`src/rtl/vector_write_unit.sv`:
```
// vector_write_unit: store stage of the vector datapath.
// It captures a full vector, or only element 0 for a scalar write, and writes
// one word per cycle through a single BRAM write port. While beats are being
// written, WriterBusy holds the fetch unit off.
module vector_write_unit #(
  parameter int NoOfElem = 16,
  parameter int memDepth = 12,
  parameter int wordSize = 32
) (
  input  logic                               clk,
  input  logic                               RESET,
  input  logic                               start,
  input  logic                               ins,
  input  logic [memDepth-1:0]                writeAddr,
  input  logic [NoOfElem-1:0][wordSize-1:0]  dataIn,
  output logic [memDepth-1:0]                addrOut,
  output logic [wordSize-1:0]                dataOut,
  output logic                               MEMenable,
  output logic                               MEMwe,
  output logic                               WriterBusy,
  output logic                               ready,
  output logic                               done
);

  localparam int IW = $clog2(NoOfElem);

  localparam logic [1:0] IDLE  = 2'd0;
  localparam logic [1:0] WRITE = 2'd1;
  localparam logic [1:0] DONE  = 2'd2;

  logic [1:0]                        state;
  logic [NoOfElem-1:0][wordSize-1:0] shadow;
  logic [memDepth-1:0]               base;
  logic [IW-1:0]                     idx;
  logic                              mode;

  logic [IW-1:0] idx_next;
  logic          last_beat;

  // idx is the beat currently on the port; decide whether it is the final one
  always_comb begin
    idx_next  = idx + IW'(1);
    last_beat = mode ? (idx == '0) : (idx == IW'(NoOfElem - 1));
  end

  // Outputs are registered, so the beat for idx is loaded one edge ahead,
  // at the edge that makes idx current.
  always_ff @(posedge clk or negedge RESET) begin
    if (!RESET) begin
      state      <= IDLE;
      shadow     <= '0;
      base       <= '0;
      idx        <= '0;
      mode       <= 1'b0;
      addrOut    <= '0;
      dataOut    <= '0;
      MEMenable  <= 1'b0;
      MEMwe      <= 1'b0;
      WriterBusy <= 1'b0;
      ready      <= 1'b1;
      done       <= 1'b0;
    end else begin
      case (state)
        IDLE: begin
          if (start) begin
            shadow     <= dataIn;
            base       <= writeAddr;
            mode       <= ins;
            idx        <= '0;
            addrOut    <= writeAddr;
            dataOut    <= dataIn[0];
            MEMenable  <= 1'b1;
            MEMwe      <= 1'b1;
            WriterBusy <= 1'b1;
            ready      <= 1'b0;
            state      <= WRITE;
          end
        end
        WRITE: begin
          if (last_beat) begin
            MEMenable  <= 1'b0;
            MEMwe      <= 1'b0;
            WriterBusy <= 1'b0;
            done       <= 1'b1;
            state      <= DONE;
          end else begin
            idx     <= idx_next;
            addrOut <= base + memDepth'(idx_next);
            dataOut <= shadow[idx_next];
          end
        end
        DONE: begin
          done  <= 1'b0;
          ready <= 1'b1;
          state <= IDLE;
        end
        default: begin
          MEMenable  <= 1'b0;
          MEMwe      <= 1'b0;
          WriterBusy <= 1'b0;
          done       <= 1'b0;
          ready      <= 1'b1;
          state      <= IDLE;
        end
      endcase
    end
  end

endmodule

```
`config.mk`:
```
export PLATFORM = sky130hd
export DESIGN_NAME = vector_write_unit
export DESIGN_NICKNAME = d
export VERILOG_FILES = /design/src/rtl/vector_write_unit.sv
export SDC_FILE = /design/constraint.sdc
export NUM_CORES = 1
export LEC_CHECK = 0
export ABC_AREA = 1
export BUFFER_PORTS_ARGS = -buffer_cell sky130_fd_sc_hd__clkbuf_2
export CAP_MARGIN = 20
export CORE_AREA = 2 2 254 256
export DETAILED_ROUTE_END_ITERATION = 8
export DIE_AREA = 0 0 256 258
export GPL_TIMING_DRIVEN = 0
export HOLD_SLACK_MARGIN = 0.06
export MAX_ROUTING_LAYER = met4
export PLACE_DENSITY_LB_ADDON = 0.15
export SLEW_MARGIN = 20
export SYNTH_ARGS = -nofsm -noshare
export SYNTH_HDL_FRONTEND = slang
export SYNTH_SLANG_ARGS = --single-unit
```
`constraint.sdc`:
```
create_clock -name clk -period 3.24 [get_ports clk]
set_input_delay 0.486 -clock clk [delete_from_list [all_inputs] [get_ports clk]]
set_output_delay 0.486 -clock clk [all_outputs]
set_load 0.1 [all_outputs]
```
After elaboration in Yosys (flattened, before gate mapping)
Cells that the tools add are included.
{"block": "op_classes", "n_lt_le_gt_ge": 1, "addsub": 2, "mux": 22, "reduce_logical": 9, "n_eq_ne": 6, "n_bitwise": 3}
{"op": "32-bit binary-select mux with 4-bit select", "n": 1}
{"op": "32-bit two-way mux", "n": 3}
{"op": "32-bit case mux with 2 select lines", "n": 1}
{"op": "12-bit two-way mux", "n": 2}
{"op": "12-bit case mux with 2 select lines", "n": 1}
{"op": "12-bit by 4-bit adder with 12-bit output", "n": 1}
{"op": "4-bit two-way mux", "n": 2}
{"op": "4-bit case mux with 2 select lines", "n": 1}
{"op": "2-bit AND reduction", "n": 4}
{"op": "2-bit != test, second input constant", "n": 3}
{"op": "3-bit AND reduction", "n": 2}
{"op": "4-bit by 5-bit < comparator with 1-bit output, second input constant", "n": 1}
{"op": "1-bit two-way mux", "n": 5}
{"op": "4-bit by 1-bit adder with 4-bit output, second input constant", "n": 1}
{"op": "4-bit == test, second input constant", "n": 1}
{"op": "4-bit logical NOT", "n": 1}
{"op": "2-bit two-way mux", "n": 2}
{"op": "1-bit case mux with 2 select lines", "n": 2}
{"op": "2-bit case mux with 2 select lines", "n": 1}
{"op": "1-bit NOT", "n": 3}
{"op": "1-bit case mux with 3 select lines", "n": 1}
{"op": "2-bit by 1-bit == test with 1-bit output, second input constant", "n": 1}
{"op": "2-bit == test, second input constant", "n": 1}
{"op": "2-bit logical NOT", "n": 1}
{"op": "2-bit nonzero test", "n": 1}
{"block": "word_totals", "inputBits": 528, "output_inout_bits": 49, "regBits": 578, "elab_cells": 68}

Depth between registers and ports, before layout
Gate-level depths: netlist of the first run.
{"block": "logic_depth", "ltp_word": 5, "depth_mapped": 16, "mapped_depth_nobuf": 14}

Worst setup path before layout of the first run
Ideal clock, no wire load.
{"block": "synth_timing", "kind": "flip-flop to flip-flop", "startpoint": "register idx[0]", "endpoint": "register dataOut[27]", "n_path_buf": 5, "path_slack_ns": 0.988, "arrival_time_ns": 2.129, "path_stages_with_launch": 16, "setup_ns": 0.123, "period_less_slack_ns": 2.252, "required_ns": 3.117, "path_cell_list": "dfrtp_1 > buf_6 > inv_4 > buf_4 > buf_4 > ha_1 > inv_1 > buf_2 > buf_1 > nand3_1 > nand3_1 > nand2_1 > nand2_1 > nand2_1 > nand2_1 > a21oi_2"}
{"block": "synth_via", "elab_chain_cells": 5, "elab_cells_between_ends": 10, "cone_classes": "add/sub: 1; eq/ne: 2; mux: 5; reduce/logical: 2"}
{"element": "from (decl)", "line": "34", "rtl": "logic [IW-1:0] idx;"}
{"element": "from (signal assigned)", "line": "87", "rtl": "idx <= idx_next;"}
{"element": "4-bit by 1-bit adder with 4-bit output", "line": "42", "rtl": "idx_next = idx + IW'(1);"}
{"element": "32-bit binary-select mux with 4-bit select", "line": "89", "rtl": "dataOut <= shadow[idx_next];"}
{"element": "32-bit two-way mux (not written as such)", "line": "89"}
{"element": "32-bit two-way mux", "line": "80", "rtl": "if (last_beat) begin"}
{"element": "32-bit case mux with 2 select lines", "line": "63", "rtl": "case (state)"}
{"element": "to (signal assigned)", "line": "71", "rtl": "dataOut <= dataIn[0];"}
{"element": "to (signal assigned)", "line": "89"}
{"element": "to (decl)", "line": "17", "rtl": "output logic [wordSize-1:0] dataOut,"}
Several ways; a longest one is shown, not always the timed one. The select of a mux whose other input is x is not followed.
A chain may end at the register's enable or synchronous reset.

Worst setup path after layout of the first run
{"block": "layout_timing", "startpoint": "register idx[0]", "endpoint": "register dataOut[24]"}
The elaborated chain is that of the path after synthesis.

==> qor.log, run 1 <==
[worst_setup_path] critical path start-end classification reg2reg
[worst_setup_path] arrival time of the worst setup path 3.71 ns
[synthesis] number of enable-type register cells in the synthesized netlist 0
[place] buffers added on ports 576
[timing] portion of the clock cycle consumed by the worst path in the final layout 99.53%
[synthesis] most frequently used cell type in the post-synthesis netlist sky130_fd_sc_hd__nand2_1
[timing] worst rel slew slack 34.13%
[min_path] min-delay src dataIn[462]
[detailed_routing] vias after detailed routing 27480
[min_path] worst min path class in2reg
[synthesis] synthesized area 27530 um^2
[synthesis] Most used DFF post-synth sky130_fd_sc_hd__dfrtp_1
[synthesis] Synth Area in Simple Gates 39.68%
[timing] shortest clock period the worst path allows after layout 3.225 ns
[synthesis] fraction of synthesis flops using an asynchronous set or reset pin 100.0%
[die] Total Die Area 66050 um^2
[synthesis] Post-Synthesis Cells 3726
[pwr] static leakage 19.08 nW
[timing] pins over their slew limit 0
[global_route] initial antenna violation count 10
[global_route] total global routing track utilization 34.70%
[synthesis] adder-cell share of the synthesized area 0.3454%
[synthesis] top cell type's share of synthesized area 52.44%
[synthesis] area fraction in compound gates after synthesis 1.900%
[clocking] clock insertion delay at the later pin of the skew report 0.61 ns
[worst_setup_path] r2r startpoint idx[0]
[final_layout] number of fillers in the final layout 6418
[timing] Hold Slack 0.07974 ns
[synthesis] largest area contributor in the synthesized netlist sky130_fd_sc_hd__dfrtp_1
[detailed_routing] number of design rule violations left after detail routing 0
[clocking] clock slew at the register clock pins of the worst setup and hold paths 0.07 ns
[detailed_routing] number of nets still failing antenna checks after routing 0
[detailed_routing] average routed wire per standard cell 21.14 um
[timing] transition time at the pin with the least slew margin 0.9881 ns
[place] DP Wirelength 86160 um
[clocking] TritonCTS Buffers 66
[pwr] Power per Cell Area 1207 nW/um^2
[die] effective utilization at floorplan 43.26%
[synthesis] xor and xnor fraction of the mapped netlist area 0.2272%
[worst_setup_path] cells traversed along the worst timing path buf_6 -> inv_4 -> buf_4 -> buf_4 -> ha_2 -> inv_1 -> buf_6 -> clkbuf_4 -> nand3_1 -> nand3_1 -> nand2_1 -> nand2_1 -> nand2_1 -> nand2_1 -> a21oi_1
[synthesis] sequential cell area fraction in the yosys report 52.54%
[timing] setup repair after global routing missed its margin false
[detailed_routing] detail-routed via count per cell 5.163
[clocking] CTS max path bufs 3
[worst_setup_path] Critical Path Source Type flop
[global_route] Remaining Overflow, GRT 0
[synthesis] synthesis-stage register bit count 578
[final_layout] area growth from synthesis to layout 24.36%
[worst_setup_path] maximum net fanout on the critical path 11
[clocking] CTS tree built
[die] overall die height 258 um
[detailed_routing] overall routed net length 112500 um
[clocking] setup repair bufs after CTS 0
[synthesis] top cells by count, synth sky130_fd_sc_hd__nand2_1 (2310), sky130_fd_sc_hd__dfrtp_1 (577), sky130_fd_sc_hd__nand3_1 (401)
[final_layout] fin nets 4945
[synthesis] number of warnings reported in the yosys synthesis log 0
[global_route] largest net degree at the start of global routing 86
[worst_setup_path] Slowest Stage Delay on Critical Path 0.40 ns
[final_layout] share of cells above drive strength 1 20.39%
[place] Final Wtd Congestion 0.9308
[synthesis] post-synthesis net count 4261
[worst_setup_path] launching instance or port of the critical path idx[0]
[flow_run] max_cap viols 0
[timing] timing-limited maximum frequency 310.1 MHz
[global_route] global-route wire length before repair 164600 um
[clocking] clock root buffer sky130_fd_sc_hd__clkbuf_16
[worst_setup_path] data required time at the worst endpoint 3.72 ns
[die] number of placement rows 93
[pwr] Max VDD drop 0.5517 mV
[synthesis] per-instance average area after synthesis 7.389 um^2
[detailed_routing] drt initial violations 2728
[worst_setup_path] most used cell, CP sky130_fd_sc_hd__nand2_1
[synthesis] multiplexer share of the synthesized area 0%
[die] number of top-level pins 577
[pwr] Power, Total 41.34 mW
[run_status] run status complete, no violations
[clocking] number of sinks driven by the clock tree 578
[timing] post-route setup TNS 0 ns
[clocking] Clock H-tree levels 3
[timing] final clock skew 0.02079 ns
[timing] final setup vio count 0
[synthesis] number of distinct standard cells referenced by the synthesized netlist 33
[synthesis] largest family of logic cells by synthesized area simple AND/OR/NAND/NOR gates
[worst_setup_path] capturing element type of the critical path flop
[die] Die X-Extent 256 um
[detailed_routing] TritonRoute pass-1 iters 5
[global_route] vias in the first global route 26570
[die] placeable core area 63650 um^2
[worst_setup_path] cell with the biggest individual delay on the critical path sky130_fd_sc_hd__dfrtp_1
[timing] Final Hold Fails 0
[synthesis] leading cell types by total area after synthesis sky130_fd_sc_hd__dfrtp_1 (52%), sky130_fd_sc_hd__nand2_1 (31%), sky130_fd_sc_hd__nand3_1 (7.3%), sky130_fd_sc_hd__buf_2 (2.5%), sky130_fd_sc_hd__a21oi_1 (1.3%)
cell type report:
cell class                 count  area [um^2]  share of cell area, %
antenna                       10        25.02                0.07308
buffer                       239         1383                  4.038
clock buffer                  93         1924                  5.620
clock inverter                22        205.2                 0.5993
inverter                      30        117.6                 0.3435
multi-input combinational   2878        11610                  33.90
sequential                   578        14470                  42.25
tap                          855         1070                  3.124
timing repair buffer         617         3442                  10.05
through the flow:
stage	instances	instance area, um^2	setup WS [ns]	util, %
3_3_place_gp	5157	31490	-12.31	49.47
3_5_place_dp	5165	31710	-0.5052	49.83
2_1_floorplan	3726	27530	0.9880	-
5_1_grt	5322	34240	0.001395	53.79
4_1_cts	5312	34200	0.007613	53.73
6_report	5322	34240	0.01508	53.79
final timing paths:
| check | slack [ns] | cells after the start | endpoint |
|---|---|---|---|
| setup / recovery | 0.02 | 15 | dataOut[24] |
| hold / removal | 0.08 | 3 | shadow[462] |
| setup reg to reg | 0.02 | 15 | dataOut[24] |
| hold reg to reg | 0.47 | 1 | WriterBusy |
| max in group asynchronous | 1.35 | 5 | shadow[338] |
| min in group asynchronous | 0.41 | 2 | shadow[188] |
layer usage:
metal	GRT usage [%]	up-vias	wire, um
met1	43.79	13180	46250
li1	-	12960	-
met4	15.98	0	5318
met3	5.438	219	7856
met5	-	-	0
met2	55.20	1126	53080
cell usage in the layout (no fill, tap or decap), types with 2 or more instances in the layout:
cell / netlist / routed
sky130_fd_sc_hd__a21oi_1: 70 / 70
sky130_fd_sc_hd__a21oi_2: 4 / 4
sky130_fd_sc_hd__a31oi_1: 2 / 2
sky130_fd_sc_hd__buf_1: 13 / 4
sky130_fd_sc_hd__buf_16: 0 / 8
sky130_fd_sc_hd__buf_2: 135 / 139
sky130_fd_sc_hd__buf_4: 27 / 29
sky130_fd_sc_hd__buf_6: 23 / 25
sky130_fd_sc_hd__bufinv_16: 0 / 3
sky130_fd_sc_hd__clkbuf_1: 42 / 45
sky130_fd_sc_hd__clkbuf_16: 0 / 67
sky130_fd_sc_hd__clkbuf_2: 0 / 581
sky130_fd_sc_hd__clkbuf_4: 0 / 2
sky130_fd_sc_hd__clkbuf_8: 0 / 16
sky130_fd_sc_hd__clkinv_2: 0 / 13
sky130_fd_sc_hd__clkinvlp_4: 0 / 2
sky130_fd_sc_hd__dfrtp_1: 577 / 577
sky130_fd_sc_hd__diode_2: 0 / 10
sky130_fd_sc_hd__dlygate4sd3_1: 0 / 33
sky130_fd_sc_hd__ha_1: 6 / 5
sky130_fd_sc_hd__inv_1: 23 / 23
sky130_fd_sc_hd__inv_2: 4 / 4
sky130_fd_sc_hd__inv_4: 2 / 2
sky130_fd_sc_hd__inv_6: 0 / 3
sky130_fd_sc_hd__nand2_1: 2310 / 2310
sky130_fd_sc_hd__nand3_1: 401 / 401
sky130_fd_sc_hd__nand3_2: 2 / 2
sky130_fd_sc_hd__nand3b_1: 2 / 2
sky130_fd_sc_hd__nor2_1: 44 / 44
sky130_fd_sc_hd__nor2_2: 3 / 3
sky130_fd_sc_hd__o21ai_0: 19 / 19
sky130_fd_sc_hd__o21ai_1: 2 / 2
sky130_fd_sc_hd__o22ai_1: 2 / 2
sky130_fd_sc_hd__xor2_1: 3 / 3
timing repair:
item	CTS	global route
pin swaps	0	0
endpoints found under the setup margin	32	20
endpoints found under the hold margin	73	0
hold buffers	33	0
gates resized for setup	18	12
where the power goes:
| group | internal (mW) | switching (mW) | total (mW) |
|---|---|---|---|
| combinational | 5.98 | 15.1 | 21.0 |
| sequential | 10.7 | 2.04 | 12.8 |
| clock | 4.38 | 3.17 | 7.55 |
state kept, by name (all words and copies together), names as in the netlist, 2 cells and up:
| signal | count |
|---|---|
| shadow | 512 |
| dataOut | 32 |
| addrOut | 12 |
| base | 12 |
| idx | 4 |
| state | 2 |
worst max-delay path: cells and delay by family (launching register included):
kind                     cells  cell delay [ns]
AO/OA/AOI/OAI                1             0.06
AND/OR/NAND/NOR              6             0.84
flip-flops                   1             0.40
buffers and inverters        7             1.40
adder cells (fa/ha/maj)      1             0.36
kinds of logic after synthesis:
family | count (synthesis)
flip-flops | 578
AND/OR/NAND/NOR | 2766
XOR/XNOR | 5
AO/OA/AOI/OAI | 100
adder cells (fa/ha/maj) | 7
buffers and inverters | 270
(Power assumes the default switching activity.)
==> run 2, diff against run 1 <==
--- a/config.mk
+++ b/config.mk
@@ -8,9 +8,11 @@
 export ABC_AREA = 1
 export BUFFER_PORTS_ARGS = -buffer_cell sky130_fd_sc_hd__clkbuf_2
 export CAP_MARGIN = 20
-export CORE_AREA = 2 2 254 256
+export CELL_PAD_IN_SITES_DETAIL_PLACEMENT = 1
+export CELL_PAD_IN_SITES_GLOBAL_PLACEMENT = 2
+export CORE_AREA = 2 2 302 304
 export DETAILED_ROUTE_END_ITERATION = 8
-export DIE_AREA = 0 0 256 258
+export DIE_AREA = 0 0 304 306
 export GPL_TIMING_DRIVEN = 0
 export HOLD_SLACK_MARGIN = 0.06
 export MAX_ROUTING_LAYER = met4
==> run 2 against run 1 <==
Register-to-register slack gained 0.02 ns. Critical path depth shrank 1. Clock skew grew 0.0079 ns. Maximum frequency grew 0.49%. Count of clock-buffer cells in the layout grew 23. Cell count grew 9.4%. Sequential share of layout area shrank 2.8 points. Routed wire length grew 16%. First-iteration DRC count shrank 27%. Sequential power is essentially flat. Largest cell class unchanged. Highest routed layer unchanged.
==> qor.log, run 2 (synthesized netlist as in run 1, its figures left out) <==
[timing] transition time at the pin with the least slew margin 1.104 ns
[worst_setup_path] capturing element type of the critical path flop
[timing] timing-limited maximum frequency 311.6 MHz
[global_route] global-route wire length before repair 189900 um
[global_route] total global routing track utilization 28.62%
[global_route] Remaining Overflow, GRT 0
[worst_setup_path] Critical Path Source Type flop
[die] placeable core area 89600 um^2
[detailed_routing] detail-routed via count per cell 4.776
[worst_setup_path] Slowest Stage Delay on Critical Path 0.41 ns
[detailed_routing] vias after detailed routing 27800
[worst_setup_path] critical path start-end classification reg2reg
[die] number of placement rows 110
[final_layout] fin nets 5122
[worst_setup_path] arrival time of the worst setup path 3.72 ns
[final_layout] max FFs per register 512
[global_route] largest net degree at the start of global routing 84
[die] effective utilization at floorplan 30.73%
[global_route] met3 GRT Util 3.263%
[pwr] part of the total power dissipated in combinational logic 50.6%
[place] number of placed instances, taps included 5486
[final_layout] post-layout instance count excluding filler cells 5820
[timing] Hold Slack 0.07287 ns
[place] DP Wirelength 100700 um
[timing] final setup vio count 0
[final_layout] footprint of the multi-input gates 11640 um^2
[worst_setup_path] worst path buffer plus inverter count 6
[pwr] static leakage 19.92 nW
[flow_run] max_cap viols 0
[global_route] initial antenna violation count 7
[min_path] worst min path class in2reg
[clocking] setup repair bufs after CTS 0
[detailed_routing] overall routed net length 130300 um
[pwr] internal portion of total power 21.79 mW
[clocking] CTS max path bufs 3
[global_route] peak-usage layer in the global routing report met2
[die] Die X-Extent 304 um
[timing] minimum setup slack in the final design 0.03064 ns
[pwr] share of total power in sequential cells 30.0%
[pwr] NetSw 21.01 mW
[final_layout] register bank with the most flops shadow
[final_layout] share of cells above drive strength 1 19.93%
[timing] pins over their slew limit 0
[worst_setup_path] r2r startpoint idx[0]
[min_path] min-delay src dataIn[178]
[pwr] Switching Share 49.08%
[timing] portion of the clock cycle consumed by the worst path in the final layout 99.05%
[final_layout] sequential cell area 14470 um^2
[final_layout] most common cell after layout, fill and taps aside sky130_fd_sc_hd__nand2_1
[global_route] met2 demand-to-capacity share in global routing 48.21%
[final_layout] number of fillers in the final layout 11210
[worst_setup_path] family with the most delay on the worst path buffers and inverters
[place] Final Wtd Congestion 0.8694
[final_layout] largest registers ranked by flip-flop count shadow x512, dataOut x32
[pwr] Max VDD drop 0.4851 mV
[clocking] CTS tree built
[final_layout] total non-filler cell area in the finished layout 36630 um^2
[clocking] clock slew at the register clock pins of the worst setup and hold paths 0.06 ns
[place] worst slack, placed -0.5549 ns
[place] placed inst area 32120 um^2
[die] number of top-level pins 577
[clocking] Clock H-tree levels 3
[worst_setup_path] launching instance or port of the critical path idx[0]
[timing] worst rel slew slack 26.39%
[place] buffers added on ports 576
[final_layout] final standard cell utilization of the core 40.88%
[run_status] run status complete, no violations
[final_layout] highest-count cells in the layout ignoring fill and taps sky130_fd_sc_hd__nand2_1 (2304), sky130_fd_sc_hd__clkbuf_2 (581), sky130_fd_sc_hd__dfrtp_1 (577), sky130_fd_sc_hd__nand3_1 (398), sky130_fd_sc_hd__dlygate4sd3_1 (202)
[worst_setup_path] data required time at the worst endpoint 3.75 ns
[timing] final clock skew 0.02869 ns
[detailed_routing] drt initial violations 1991
[pwr] Power per Cell Area 1169 nW/um^2
[timing] shortest clock period the worst path allows after layout 3.209 ns
[detailed_routing] average routed wire per standard cell 22.39 um
[die] Total Die Area 93020 um^2
[global_route] GRT met1 Usage 35.77%
[clocking] clock insertion delay at the later pin of the skew report 0.64 ns
[clocking] TritonCTS Buffers 74
[timing] setup repair after global routing missed its margin false
[detailed_routing] number of design rule violations left after detail routing 0
[clocking] clock root buffer sky130_fd_sc_hd__clkbuf_16
[clocking] number of sinks driven by the clock tree 578
[pwr] clock network fraction of design power 19.4%
[global_route] vias in the first global route 29200
[worst_setup_path] most used cell, CP sky130_fd_sc_hd__nand2_1
[detailed_routing] TritonRoute pass-1 iters 5
[timing] Final Hold Fails 0
[worst_setup_path] maximum net fanout on the critical path 11
[die] overall die height 306 um
[worst_setup_path] cells traversed along the worst timing path buf_6 -> inv_4 -> buf_4 -> buf_6 -> ha_2 -> buf_6 -> buf_2 -> nand3_1 -> nand3_1 -> nand2_1 -> nand2_1 -> nand2_1 -> nand2_1 -> a21oi_1
[detailed_routing] number of nets still failing antenna checks after routing 0
[worst_setup_path] cell with the biggest individual delay on the critical path sky130_fd_sc_hd__ha_2
[final_layout] area growth from synthesis to layout 33.03%
run 2: cell count changes in the layout (fill, tap and decap cells not counted), moves of 4 or more:
cell,previous run,this run
sky130_fd_sc_hd__clkbuf_8,16,20
sky130_fd_sc_hd__nand2_2,1,7
sky130_fd_sc_hd__clkbuf_1,45,51
sky130_fd_sc_hd__diode_2,10,3
sky130_fd_sc_hd__clkbuf_16,67,79
sky130_fd_sc_hd__dlygate4sd3_1,33,202
sky130_fd_sc_hd__nand2_1,2310,2304
run 2: timing repair:
action                                  CTS  global route
cloned                                    0             0
hold buffers                            202             0
endpoints found under the hold margin   256             0
gates resized for setup                  29            11
endpoints found under the setup margin   32            29
run 2: worst min-delay path, stage by stage:
cell and delay (ns):
sky130_fd_sc_hd__clkbuf_2 0.08, sky130_fd_sc_hd__nand2_1 0.05, sky130_fd_sc_hd__nand2_1 0.05
run 2: layout make-up:
cell class,instances,share of cell area (%)
flip-flops and latches,578,39.49
multi-input cells,2878,31.78
repair buffers,786,14.02
clock buffers,116,6.268
well taps,1176,4.017
plain buffers,239,3.812
inverters,30,0.3211
clock inverters,14,0.2767
diodes,3,0.02050
run 2: path summary, 6_finish.rpt:
path / slack [ns] / depth (start not counted) / endpoint
hold / removal: 0.07 / 3 / shadow[178]
setup reg to reg: 0.03 / 14 / dataOut[20]
hold reg to reg: 0.48 / 2 / shadow[223]
min in group asynchronous: 0.38 / 2 / shadow[151]
setup / recovery: 0.03 / 14 / dataOut[20]
max in group asynchronous: 0.90 / 6 / shadow[332]
run 2: power by group through the flow:
stage / logic (mW) / registers (mW) / clock network (mW)
after floorplan: 11.6 / 14.4 / 0
after global placement: 21.1 / 12.9 / 0
after detailed placement: 21.4 / 12.9 / 0
after CTS: 21.9 / 12.8 / 8.46
after global routing: 23.9 / 13.2 / 8.75
final: 21.6 / 12.8 / 8.30
run 2: per-layer routing:
layer / wire length (um) / share of wire, %
met5: 0 / 0
met4: 4592 / 3.5
met3: 4976 / 3.8
met2: 64370 / 49
met1: 56390 / 43
run 2: per-stage QoR:
step                power (mW)  setup TNS, ns
detailed placement       34.29         -12.98
CTS                      43.14              0
global route             45.87              0
finish                   42.80              0
floorplan                25.95              0
global placement         34.00       -7587.66
==> run 3, diff against run 2 <==
==> constraint.sdc (replaced) <==
create_clock -name clk -period 3.24 [get_ports clk]
set_input_delay 0.324 -clock clk [delete_from_list [all_inputs] [get_ports clk]]
set_output_delay 0.324 -clock clk [all_outputs]
set_load 0.1 [all_outputs]
==> run 3 against run 2 <==
Setup slack worse by 0.00093 ns. Cell count is 5.7% higher. Design area is 8.9% higher. Power is 1.1% higher. Worst hold slack better by 0.16 ns. Via count is 6.2% higher. First-iteration DRC count is 0.35% lower. Non-clock buffer count is 324 higher. Maximum frequency hardly changed. Critical path type unchanged. Die area stayed put. Highest routed layer unchanged. Combinational power is 2% higher.
==> qor.log, run 3 (synthesized netlist as in run 1, its figures left out) <==
[worst_setup_path] capturing element type of the critical path flop
[detailed_routing] drt initial violations 1984
[pwr] Switching Share 49.05%
[clocking] TritonCTS Buffers 74
[global_route] total global routing track utilization 30.64%
[die] number of placement rows 110
[clocking] setup repair bufs after CTS 0
[timing] setup repair after global routing missed its margin false
[clocking] CTS tree built
[final_layout] post-layout instance count excluding filler cells 6151
[die] overall die height 306 um
[pwr] clock network fraction of design power 19.2%
[worst_setup_path] maximum net fanout on the critical path 12
[worst_setup_path] critical path start-end classification reg2reg
[global_route] global-route wire length before repair 204200 um
[pwr] static leakage 21.27 nW
[pwr] part of the total power dissipated in combinational logic 51.1%
[die] number of top-level pins 577
[flow_run] max_cap viols 0
[worst_setup_path] Critical Path Source Type flop
[detailed_routing] detail-routed via count per cell 4.800
[detailed_routing] vias after detailed routing 29520
[timing] timing-limited maximum frequency 311.5 MHz
[final_layout] total non-filler cell area in the finished layout 39890 um^2
[clocking] clock slew at the register clock pins of the worst setup and hold paths 0.06 ns
[die] Die X-Extent 304 um
[global_route] largest net degree at the start of global routing 84
[clocking] clock root buffer sky130_fd_sc_hd__clkbuf_16
[global_route] Remaining Overflow, GRT 0
[place] DP Wirelength 100700 um
[global_route] peak-usage layer in the global routing report met2
[timing] minimum setup slack in the final design 0.02971 ns
[clocking] CTS max path bufs 3
[detailed_routing] overall routed net length 139000 um
[place] placed inst area 32120 um^2
[timing] final setup vio count 0
[pwr] Max VDD drop 0.4832 mV
[clocking] clock insertion delay at the later pin of the skew report 0.63 ns
[die] effective utilization at floorplan 30.73%
[global_route] initial antenna violation count 9
[pwr] NetSw 21.22 mW
[timing] Final Hold Fails 0
[pwr] Power per Cell Area 1085 nW/um^2
[final_layout] max FFs per register 512
[clocking] number of sinks driven by the clock tree 578
[clocking] Clock H-tree levels 3
[final_layout] largest registers ranked by flip-flop count shadow x512, dataOut x32
[timing] shortest clock period the worst path allows after layout 3.210 ns
[worst_setup_path] arrival time of the worst setup path 3.71 ns
[pwr] Power, Total 43.28 mW
[global_route] met3 GRT Util 3.788%
[min_path] worst min path class in2async
[place] number of placed instances, taps included 5486
[timing] final clock skew 0.02513 ns
[final_layout] fin nets 5446
[pwr] share of total power in sequential cells 29.7%
[global_route] met2 demand-to-capacity share in global routing 51.26%
[detailed_routing] TritonRoute pass-1 iters 5
[detailed_routing] number of design rule violations left after detail routing 0
[final_layout] most common cell after layout, fill and taps aside sky130_fd_sc_hd__nand2_1
[final_layout] highest-count cells in the layout ignoring fill and taps sky130_fd_sc_hd__nand2_1 (2304), sky130_fd_sc_hd__clkbuf_2 (582), sky130_fd_sc_hd__dfrtp_1 (577), sky130_fd_sc_hd__dlygate4sd3_1 (526), sky130_fd_sc_hd__nand3_1 (398)
[worst_setup_path] data required time at the worst endpoint 3.74 ns
[global_route] GRT met1 Usage 36.80%
[detailed_routing] average routed wire per standard cell 22.60 um
[final_layout] area growth from synthesis to layout 44.88%
[final_layout] register bank with the most flops shadow
[pwr] internal portion of total power 22.05 mW
[timing] pins over their slew limit 0
[global_route] vias in the first global route 31870
[detailed_routing] number of nets still failing antenna checks after routing 0
[timing] transition time at the pin with the least slew margin 1.099 ns
[die] placeable core area 89600 um^2
[run_status] run status complete, no violations
[place] worst slack, placed -0.5549 ns
[die] Total Die Area 93020 um^2
[place] Final Wtd Congestion 0.8694
[final_layout] share of cells above drive strength 1 18.65%
[place] buffers added on ports 576
[timing] worst rel slew slack 26.74%
[timing] portion of the clock cycle consumed by the worst path in the final layout 99.08%
run 3: cell types whose count changed in the layout (fill, tap and decap cells not counted):
cell,before,now
sky130_fd_sc_hd__diode_2,3,10
sky130_fd_sc_hd__buf_1,6,5
sky130_fd_sc_hd__dlygate4sd3_1,202,526
sky130_fd_sc_hd__clkbuf_2,581,582
run 3: power groups by stage:
stage / sequential [mW] / clock (mW) / combinational [mW]
2_1_floorplan: 14.4 / 0 / 11.6
3_3_place_gp: 12.9 / 0 / 21.1
3_5_place_dp: 12.9 / 0 / 21.4
4_1_cts: 12.8 / 8.46 / 22.2
5_1_grt: 13.2 / 8.75 / 24.3
6_report: 12.9 / 8.31 / 22.1
run 3: per-stage QoR:
step                utilization [%]  TNS [ns]  hold slack [ns]
floorplan                         -         0          0.02841
global placement              35.59  -7494.02           0.4625
detailed placement            35.84    -12.98           0.3291
CTS                           44.47         0           0.2282
global route                  44.51         0           0.2773
finish                        44.52         0           0.2279
run 3: repair_timing:
action	4_1_cts	5_1_grt
endpoints found under the hold margin	610	0
hold buffers	526	0
resized for setup	29	12
endpoints found under the setup margin	32	31
run 3: worst paths after layout:
kind                              from          end  slack, ns  cells past startpoint
max                             idx[0]  dataOut[19]       0.03                     14
min                              RESET  shadow[151]       0.23                      2
max reg2reg                     idx[0]  dataOut[19]       0.03                     14
min reg2reg                shadow[343]  shadow[343]       0.48                      2
max in group asynchronous        RESET  shadow[364]       1.06                      6
min in group clk           dataIn[460]  shadow[460]       0.43                      4
run 3: cell type report:
| class | count | area (um^2) |
|---|---|---|
| Timing Repair Buffer | 1110 | 8377 |
| Clock inverter | 14 | 101.3 |
| Fill cell | 11020 | 49710 |
| Sequential cell | 578 | 14470 |
| Antenna cell | 10 | 25.02 |
| Inverter | 30 | 117.6 |
| Tap cell | 1176 | 1471 |
| Clock buffer | 116 | 2296 |
| Multi-Input combinational cell | 2878 | 11640 |
| Buffer | 239 | 1398 |
run 3: critical path, stage by stage, from the launching register on:
cell                      delay [ns]
sky130_fd_sc_hd__dfrtp_1        0.37
sky130_fd_sc_hd__buf_6          0.18
sky130_fd_sc_hd__inv_4          0.06
sky130_fd_sc_hd__buf_4          0.20
sky130_fd_sc_hd__buf_6          0.18
sky130_fd_sc_hd__ha_2           0.41
sky130_fd_sc_hd__buf_6          0.28
sky130_fd_sc_hd__buf_2          0.30
sky130_fd_sc_hd__nand3_1        0.21
sky130_fd_sc_hd__nand3_1        0.18
sky130_fd_sc_hd__nand2_1        0.25
sky130_fd_sc_hd__nand2_1        0.23
sky130_fd_sc_hd__nand2_1        0.07
sky130_fd_sc_hd__nand2_1        0.06
sky130_fd_sc_hd__a21oi_1        0.06
run 3: metal layers:
metal  up-vias  wire length [um]
met2       814             68310
met4         0              7065
met5         -                 0
met3       274              5452
li1      13970                 -
met1     14470             58190
